--- src/rtl/wb_copy_pkg.sv ---
// Shared types and constants for the Wishbone word-copy master.
package wb_copy_pkg;

    localparam int unsigned ADDR_W = 32;
    localparam int unsigned DATA_W = 32;
    localparam int unsigned SEL_W  = 4;

    localparam logic [SEL_W-1:0]  SEL_ALL   = 4'hF;
    localparam logic [ADDR_W-1:0] ADDR_STEP = 32'd4;

    typedef enum logic [2:0] {
        IDLE,
        RD,
        WR,
        FIN,
        ERR
    } state_t;

    // Master-side request payload: everything the master drives onto the bus.
    typedef struct packed {
        logic              cyc;
        logic              stb;
        logic              we;
        logic [SEL_W-1:0]  sel;
        logic [ADDR_W-1:0] adr;
        logic [DATA_W-1:0] dat;
    } wb_req_t;

    localparam wb_req_t WB_REQ_IDLE = '0;

    // Full-word request with cyc/stb raised.
    function automatic wb_req_t wb_req(input logic              we,
                                       input logic [ADDR_W-1:0] adr,
                                       input logic [DATA_W-1:0] dat);
        wb_req_t r;
        r.cyc = 1'b1;
        r.stb = 1'b1;
        r.we  = we;
        r.sel = SEL_ALL;
        r.adr = adr;
        r.dat = dat;
        return r;
    endfunction

endpackage

--- src/rtl/wb_ack_timer.sv ---
// Per-transfer ack watchdog: counts strobe cycles without ack and flags the last allowed one.
module wb_ack_timer #(
    parameter int unsigned TIMEOUT = 64
) (
    input  logic clk,
    input  logic rst,
    input  logic clear,
    input  logic run,
    output logic expired
);

    localparam int unsigned CNT_W = (TIMEOUT < 2) ? 1 : $clog2(TIMEOUT + 1);
    localparam logic [CNT_W-1:0] CNT_LAST = CNT_W'(TIMEOUT - 1);
    localparam logic [CNT_W-1:0] CNT_SAT  = CNT_W'(TIMEOUT);

    logic [CNT_W-1:0] count_q;

    // Saturating count of waited cycles, restarted whenever a new strobe begins.
    always_ff @(posedge clk) begin
        if (rst) begin
            count_q <= '0;
        end else if (clear) begin
            count_q <= '0;
        end else if (run && (count_q != CNT_SAT)) begin
            count_q <= count_q + CNT_W'(1);
        end
    end

    // High during the TIMEOUT-th waiting cycle; run already excludes an ack in that cycle.
    assign expired = run && (count_q == CNT_LAST);

endmodule

--- src/rtl/wb_copy_master.sv ---
// Wishbone classic master that copies len_i words from src_i to dst_i, one read/write pair per word.
module wb_copy_master
    import wb_copy_pkg::*;
#(
    parameter int unsigned TIMEOUT = 64,
    parameter int unsigned LEN_W   = 16
) (
    input  logic              wb_clk_i,
    input  logic              wb_rst_i,
    input  logic              start_i,
    input  logic [31:0]       src_i,
    input  logic [31:0]       dst_i,
    input  logic [LEN_W-1:0]  len_i,
    output logic              busy_o,
    output logic              done_o,
    output logic              err_o,
    output logic [LEN_W-1:0]  words_o,
    output logic              wbm_cyc_o,
    output logic              wbm_stb_o,
    output logic              wbm_we_o,
    output logic [3:0]        wbm_sel_o,
    output logic [31:0]       wbm_adr_o,
    output logic [31:0]       wbm_dat_o,
    input  logic [31:0]       wbm_dat_i,
    input  logic              wbm_ack_i
);

    state_t             state_q, state_n;
    wb_req_t            bus_q, bus_n;
    logic [ADDR_W-1:0]  src_q, src_n;
    logic [ADDR_W-1:0]  dst_q, dst_n;
    logic [LEN_W-1:0]   len_q, len_n;
    logic [LEN_W-1:0]   words_q, words_n;
    logic [DATA_W-1:0]  data_q, data_n;
    logic               busy_q, busy_n;
    logic               done_q, done_n;
    logic               err_q, err_n;

    logic               ack_c;
    logic               timer_run_c;
    logic               timer_clear_c;
    logic               expired;

    // Acks only count while a strobe is actually on the bus.
    assign ack_c         = wbm_ack_i && bus_q.cyc && bus_q.stb;
    assign timer_run_c   = bus_q.stb && !wbm_ack_i;
    assign timer_clear_c = bus_n.stb && !bus_q.stb;

    wb_ack_timer #(
        .TIMEOUT (TIMEOUT)
    ) u_ack_timer (
        .clk     (wb_clk_i),
        .rst     (wb_rst_i),
        .clear   (timer_clear_c),
        .run     (timer_run_c),
        .expired (expired)
    );

    // Next-state and next-output logic; every registered output is computed here.
    always_comb begin
        state_n = state_q;
        bus_n   = bus_q;
        src_n   = src_q;
        dst_n   = dst_q;
        len_n   = len_q;
        words_n = words_q;
        data_n  = data_q;
        busy_n  = busy_q;
        done_n  = 1'b0;
        err_n   = err_q;

        unique case (state_q)
            IDLE: begin
                if (start_i) begin
                    src_n   = src_i;
                    dst_n   = dst_i;
                    len_n   = len_i;
                    words_n = '0;
                    err_n   = 1'b0;
                    busy_n  = 1'b1;
                    if (len_i == '0) begin
                        state_n = FIN;
                    end else begin
                        // First read goes out on the very next cycle.
                        state_n = RD;
                        bus_n   = wb_req(1'b0, src_i, '0);
                    end
                end
            end

            RD: begin
                if (!bus_q.stb) begin
                    bus_n = wb_req(1'b0, src_q, '0);
                end else if (ack_c) begin
                    data_n  = wbm_dat_i;
                    bus_n   = WB_REQ_IDLE;
                    state_n = WR;
                end else if (expired) begin
                    bus_n   = WB_REQ_IDLE;
                    state_n = ERR;
                end
            end

            WR: begin
                if (!bus_q.stb) begin
                    bus_n = wb_req(1'b1, dst_q, data_q);
                end else if (ack_c) begin
                    bus_n   = WB_REQ_IDLE;
                    src_n   = src_q + ADDR_STEP;
                    dst_n   = dst_q + ADDR_STEP;
                    words_n = words_q + LEN_W'(1);
                    if (words_n == len_q) begin
                        // Completion is signalled on the same edge as the final ack.
                        state_n = FIN;
                        done_n  = 1'b1;
                        busy_n  = 1'b0;
                    end else begin
                        state_n = RD;
                    end
                end else if (expired) begin
                    bus_n   = WB_REQ_IDLE;
                    state_n = ERR;
                end
            end

            FIN: begin
                // A zero-length copy arrives here without a pending done pulse.
                if (!done_q) begin
                    done_n = 1'b1;
                    busy_n = 1'b0;
                end else begin
                    state_n = IDLE;
                end
            end

            ERR: begin
                err_n   = 1'b1;
                done_n  = 1'b1;
                busy_n  = 1'b0;
                state_n = IDLE;
            end

            default: begin
                state_n = IDLE;
                bus_n   = WB_REQ_IDLE;
            end
        endcase
    end

    always_ff @(posedge wb_clk_i) begin
        if (wb_rst_i) begin
            state_q <= IDLE;
            bus_q   <= WB_REQ_IDLE;
            src_q   <= '0;
            dst_q   <= '0;
            len_q   <= '0;
            words_q <= '0;
            data_q  <= '0;
            busy_q  <= 1'b0;
            done_q  <= 1'b0;
            err_q   <= 1'b0;
        end else begin
            state_q <= state_n;
            bus_q   <= bus_n;
            src_q   <= src_n;
            dst_q   <= dst_n;
            len_q   <= len_n;
            words_q <= words_n;
            data_q  <= data_n;
            busy_q  <= busy_n;
            done_q  <= done_n;
            err_q   <= err_n;
        end
    end

    assign wbm_cyc_o = bus_q.cyc;
    assign wbm_stb_o = bus_q.stb;
    assign wbm_we_o  = bus_q.we;
    assign wbm_sel_o = bus_q.sel;
    assign wbm_adr_o = bus_q.adr;
    assign wbm_dat_o = bus_q.dat;
    assign busy_o    = busy_q;
    assign done_o    = done_q;
    assign err_o     = err_q;
    assign words_o   = words_q;

endmodule

--- config.mk ---
export PLATFORM = sky130hd
export DESIGN_NAME = wb_copy_master
export DESIGN_NICKNAME = d
export VERILOG_FILES = /design/src/rtl/wb_copy_pkg.sv /design/src/rtl/wb_ack_timer.sv /design/src/rtl/wb_copy_master.sv
export SDC_FILE = /design/constraint.sdc
export NUM_CORES = 1
export LEC_CHECK = 0
export ABC_AREA = 0
export CAP_MARGIN = 20
export CELL_PAD_IN_SITES_DETAIL_PLACEMENT = 1
export CELL_PAD_IN_SITES_GLOBAL_PLACEMENT = 1
export CORE_ASPECT_RATIO = 0.5
export CORE_MARGIN = 8
export CORE_UTILIZATION = 35
export DETAILED_ROUTE_END_ITERATION = 7
export GPL_TIMING_DRIVEN = 0
export PLACE_DENSITY = 0.86
export REMOVE_ABC_BUFFERS = 1
export SYNTH_ARGS = -nofsm -noshare
export SYNTH_HDL_FRONTEND = slang
export SYNTH_SLANG_ARGS = --single-unit
--- constraint.sdc ---
create_clock -name wb_clk_i -period 3.8 [get_ports wb_clk_i]
set_input_delay 0.76 -clock wb_clk_i [delete_from_list [all_inputs] [get_ports wb_clk_i]]
set_output_delay 0.76 -clock wb_clk_i [all_outputs]
set_load 0.02 [all_outputs]
==> results, run 1 <==
- For this configuration, the core starts out at a cell density of around a third.
- After detailed routing, the number of remaining DRC violations is 0.
- Clock-pin slew was measured on the worst setup and hold paths at 60 ps.
- After technology mapping, the gate count stands at between 1,000 and 1,500.
- The category of the worst setup path launch point is a flip-flop.
- For this design the static power due to leakage is ~4.6 nW.
- Setup repair after global routing left no endpoint under its margin.
- The sequential area share after synthesis is 42.2%.
- The signal on the critical path passes through nor2_1, and2_1, and2_2, a31oi_1, o21bai_1, nor2_1.
- The synthesized netlist devotes a little over a quarter of its cell area to compound gates.
- In this run the worst path has a maximum fanout of 35.
- After the first detailed-routing iteration, the DRC count stood at 847.
- The floorplan has 44 rows.
- After Yosys synthesis, full adders, half adders and majority gates account for less than 1% of the synthesized area.
- After synthesis, the largest family of logic cells by area is compound AO/OA/AOI/OAI gates.
- The first global-routing pass estimated 61.2 mm of wire.
- The run finished with clean final reports.
- Counting both buffers and inverters, the worst setup path holds a total of 0.
- The total clock buffers created by CTS is 21.
- The final number of setup-violating endpoints is 0.
- The type of the worst setup path is flip-flop to flip-flop.
- The register bit total from synthesis is about 210.
- The longest clock path from root to sink contains 3 buffers.
- The data arrival time of the critical path is 3640 ps.
- The first detailed-routing pass took 6 iterations.
- The area fraction in and, or, nand and nor cells after synthesis is 23.3%.
- The setup check on the worst reg-to-reg path leaves a slack of 550 ps.
- The count of vias placed by the detailed router is around 10,000.
- Of the post-synthesis cell area, the part taken by muxes is less than 1%.
- The highest ir drop seen on vdd is roughly 0.26 mV.
- The number of placed I/O pins is just over 200.
- The total number of H-tree levels is 1.
- The post-layout minimum cycle time is 3250 ps.
- For this design the total switching power over the nets is 1.48 mW.
- Routability-driven placement finished with a final weighted congestion of 0.857.
- The required time of the critical path is 4180 ps.
- Across the run, the number of max-cap violations was 0.
- Counting every sink on the clock net gives 212.
- The power density over the cells is approximately 410 mW/mm2.
- The transition time of the tightest slew-check pin is 947 ps.
- The fraction of registers with async set or reset after synthesis is 0%.
- Sequential cells account for 45.5% of the total power.
- Summed over all instances, the cell type with the most area after synthesis is sky130_fd_sc_hd__dfxtp_1.
- The switching fraction of total power is 27.5%.
- The total core area is 0.0286 mm2.
- Leaving out fill and tap cells, the most frequent cell in the layout is sky130_fd_sc_hd__dfxtp_1.
- The placement-stage worst setup slack is -334 ps.
- The later pin in the worst-skew pair is clocked with a latency of between 500 and 600 ps.
- After detailed routing, the number of vias per cell comes to 5.86.
- After layout, the worst path uses 85.5% of the clock period.
- The worst pin sits at a relative slew slack of 36.7%.
- Global routing used 21.5% of the available tracks across all layers.
- Measured along the y axis, the die boundary spans 136 um.
- The average footprint of a synthesized cell is between 8 and 9 um2.
- The layout has 3,344 filler cells.
- Internal power comes to a little under 4 mW.
- Entering global routing, the biggest net connects 108 pins.
- The most used flip-flop cell after synthesis is sky130_fd_sc_hd__dfxtp_1.
- In the post-route analysis, the smallest setup slack over all paths is 549 ps.
- The total global routing overflow is 0.
- Across the whole layout, storage elements account for 0.00424 mm2.
- Relative to the synthesized area, the layout overhead comes to 32.4%.
- In the layout the commonest cells are sky130_fd_sc_hd__dfxtp_1 (212), sky130_fd_sc_hd__nand2_1 (204), sky130_fd_sc_hd__clkdlybuf4s50_1 (204).
- The number of antenna violations at the first check in global routing is 3.
- The layout cell share with drive strength beyond 1 is 5.90%.
- Excluding fillers, the count of instances in the completed layout stands at approximately 1,800.
- The final layout contains routed wiring with a total length of 39.3 mm.
- On the worst path, the slowest cell contributes a delay of 830 ps.
- The number of hold violations in the final report is 0.
- The clock network fraction of design power is 39.9%.
- The final core area utilization is 46.5%.
- The nature of the critical path endpoint is a flip-flop.
- After detailed routing, the average wire length per cell comes to approximately 22 um.
- Yosys attributes the largest share of cell area to sky130_fd_sc_hd__dfxtp_1 (42%), sky130_fd_sc_hd__nand2_1 (7.6%), sky130_fd_sc_hd__a21oi_1 (6.7%).
- The final clock skew is 16.9 ps.
- The number of buffers inserted for hold repair after clock tree synthesis is 0.
- The number of different library cells used by synthesis comes to 72.
- Of the post-synthesis cell area, the dominant cell type holds between 40 and 50%.
- The cell at the root of the clock tree is sky130_fd_sc_hd__clkbuf_16.
- The area of the die is 0.0348 mm2.
- Once detailed placement completed, the half-perimeter wirelength came to 27.5 mm.
- The width of the die is 256 um.
- The number of global-route vias before repair is between 10,000 and 15,000.
- The Yosys step of the flow raised 0 warnings.
- Counting tap cells, the placed design contains a total of 1,741 instances.
- The cell type group with the largest total delay on the critical path is simple AND/OR/NAND/NOR gates.
- The mapped netlist covers approximately 0.010 mm2.
- The post-detailed-route count of antenna-violating nets is 0.
- The cell repeated most along the worst path is sky130_fd_sc_hd__nor2_1.
- The count of buffers added on input and output ports is 205.
- The post-synthesis xor/xnor area fraction is 2.61%.
- The share of power burned in combinational logic is around 15%.
- The number of pins exceeding their max-slew limit in the final report was 0.
- The final net count is 1,498.
- In the final layout, the multi-input gates occupy 0.00543 mm2.
- The min-delay analysis places its worst path in the category flip-flop to flip-flop.
- The maximum clock frequency is 308 MHz.
- Yosys mapped a number of flops with a built-in enable equal to 0.
- The cell with the largest stage delay on the worst path is sky130_fd_sc_hd__and2_2.
- The CTS tree is done.
area by class of cell:
class | count | share of cell area, %
multi-input cells | 910 | 40.8
inverters | 7 | 0.197
diodes | 1 | 0.0188
repair buffers | 225 | 18.3
flip-flops and latches | 212 | 31.9
clock buffers | 29 | 4.47
well taps | 391 | 3.67
clock inverters | 7 | 0.667
per-layer routing:
metal	global-route usage, %	up-vias	share of wire (%)
li1	-	4837	-
met1	28.9	5203	46
met2	34.1	346	44
met3	6.61	48	8.5
met4	4.40	4	1.6
met5	0	-	0.058
per-stage QoR:
stage               power (mW)  hold slack (ps)  cell area [um2]  setup TNS (ps)
floorplan                 2.83              430             9630         -109080
global placement          3.22              436            12200        -1267030
detailed placement        3.28              444            12600           -6520
CTS                       5.44              455            13300               0
global route              5.61              469            13300               0
finish                    5.40              453            13300               0
power by group through the flow:
stage	Clock (mW)	Sequential, mW	Combinational, mW
after floorplan	0	2.51	0.319
after global placement	0	2.50	0.719
after detailed placement	0	2.50	0.772
after CTS	2.19	2.46	0.789
after global routing	2.29	2.47	0.849
final	2.15	2.46	0.788
sequential cells by signal, indices dropped and copies added (netlist names), 4 cells and up:
name                 cells
data_q                  32
dst_q                   32
len_q                   16
src_q                   32
u_ack_timer.count_q      7
wbm_adr_o               32
wbm_dat_o               32
wbm_sel_o                4
words_o                 16
repair_timing:
item,CTS,global route
setup endpoints to repair,56,0
hold endpoints to repair,0,0
buffers inserted,2,0
resized for setup,1,0
synthesized netlist by cell type, types with 8 or more instances:
library cell	instances
sky130_fd_sc_hd__xor2_1	10
sky130_fd_sc_hd__nor4_1	18
sky130_fd_sc_hd__a22oi_1	12
sky130_fd_sc_hd__buf_2	21
sky130_fd_sc_hd__clkbuf_1	69
sky130_fd_sc_hd__o22ai_1	11
sky130_fd_sc_hd__a22o_1	35
sky130_fd_sc_hd__nor3_1	32
sky130_fd_sc_hd__and3_1	16
sky130_fd_sc_hd__o2bb2ai_1	33
sky130_fd_sc_hd__a311oi_1	9
sky130_fd_sc_hd__nand3_1	40
sky130_fd_sc_hd__o31ai_1	11
sky130_fd_sc_hd__dfxtp_1	212
sky130_fd_sc_hd__nand2_1	205
sky130_fd_sc_hd__o21ai_0	46
sky130_fd_sc_hd__a31oi_1	10
sky130_fd_sc_hd__buf_1	8
sky130_fd_sc_hd__nand4_1	16
sky130_fd_sc_hd__nor2_1	103
sky130_fd_sc_hd__a222oi_1	32
sky130_fd_sc_hd__xnor2_1	20
sky130_fd_sc_hd__a211oi_1	16
sky130_fd_sc_hd__a21oi_1	134
kinds of logic (layout without fill, tap and decap cells):
logic type | Yosys count | after routing
other | 0 | 1
XOR/XNOR | 30 | 30
flip-flops | 212 | 212
AO/OA/AOI/OAI | 389 | 389
AND/OR/NAND/NOR | 482 | 483
buffers and inverters | 109 | 268
multiplexers | 3 | 3
adder cells (fa/ha/maj) | 5 | 5
tightest hold or removal path: stages (launching register included):
cell and delay (ps):
sky130_fd_sc_hd__dfxtp_1 310, sky130_fd_sc_hd__nand2_1 50, sky130_fd_sc_hd__a21oi_1 50
worst paths after layout:
check,cells past startpoint,from,to
max,6,state_q[1]$_SDFFE_PP0P_,u_ack_timer.count_q[4]$_SDFFE_PP0P_
min,2,data_q[6]$_SDFFE_PP0P_,data_q[6]$_SDFFE_PP0P_
max reg2reg,6,state_q[1]$_SDFFE_PP0P_,u_ack_timer.count_q[4]$_SDFFE_PP0P_
min reg2reg,2,data_q[6]$_SDFFE_PP0P_,data_q[6]$_SDFFE_PP0P_
Power figures use the tool's default switching activity.
==> run 2, diff against run 1 <==
Settings changed: ABC_AREA 0 to default, ABC_CLOCK_PERIOD_IN_PS from default to 3800.
==> results of run 2 <==
The final DEF is identical to that of run 1; final timing and power are the same.
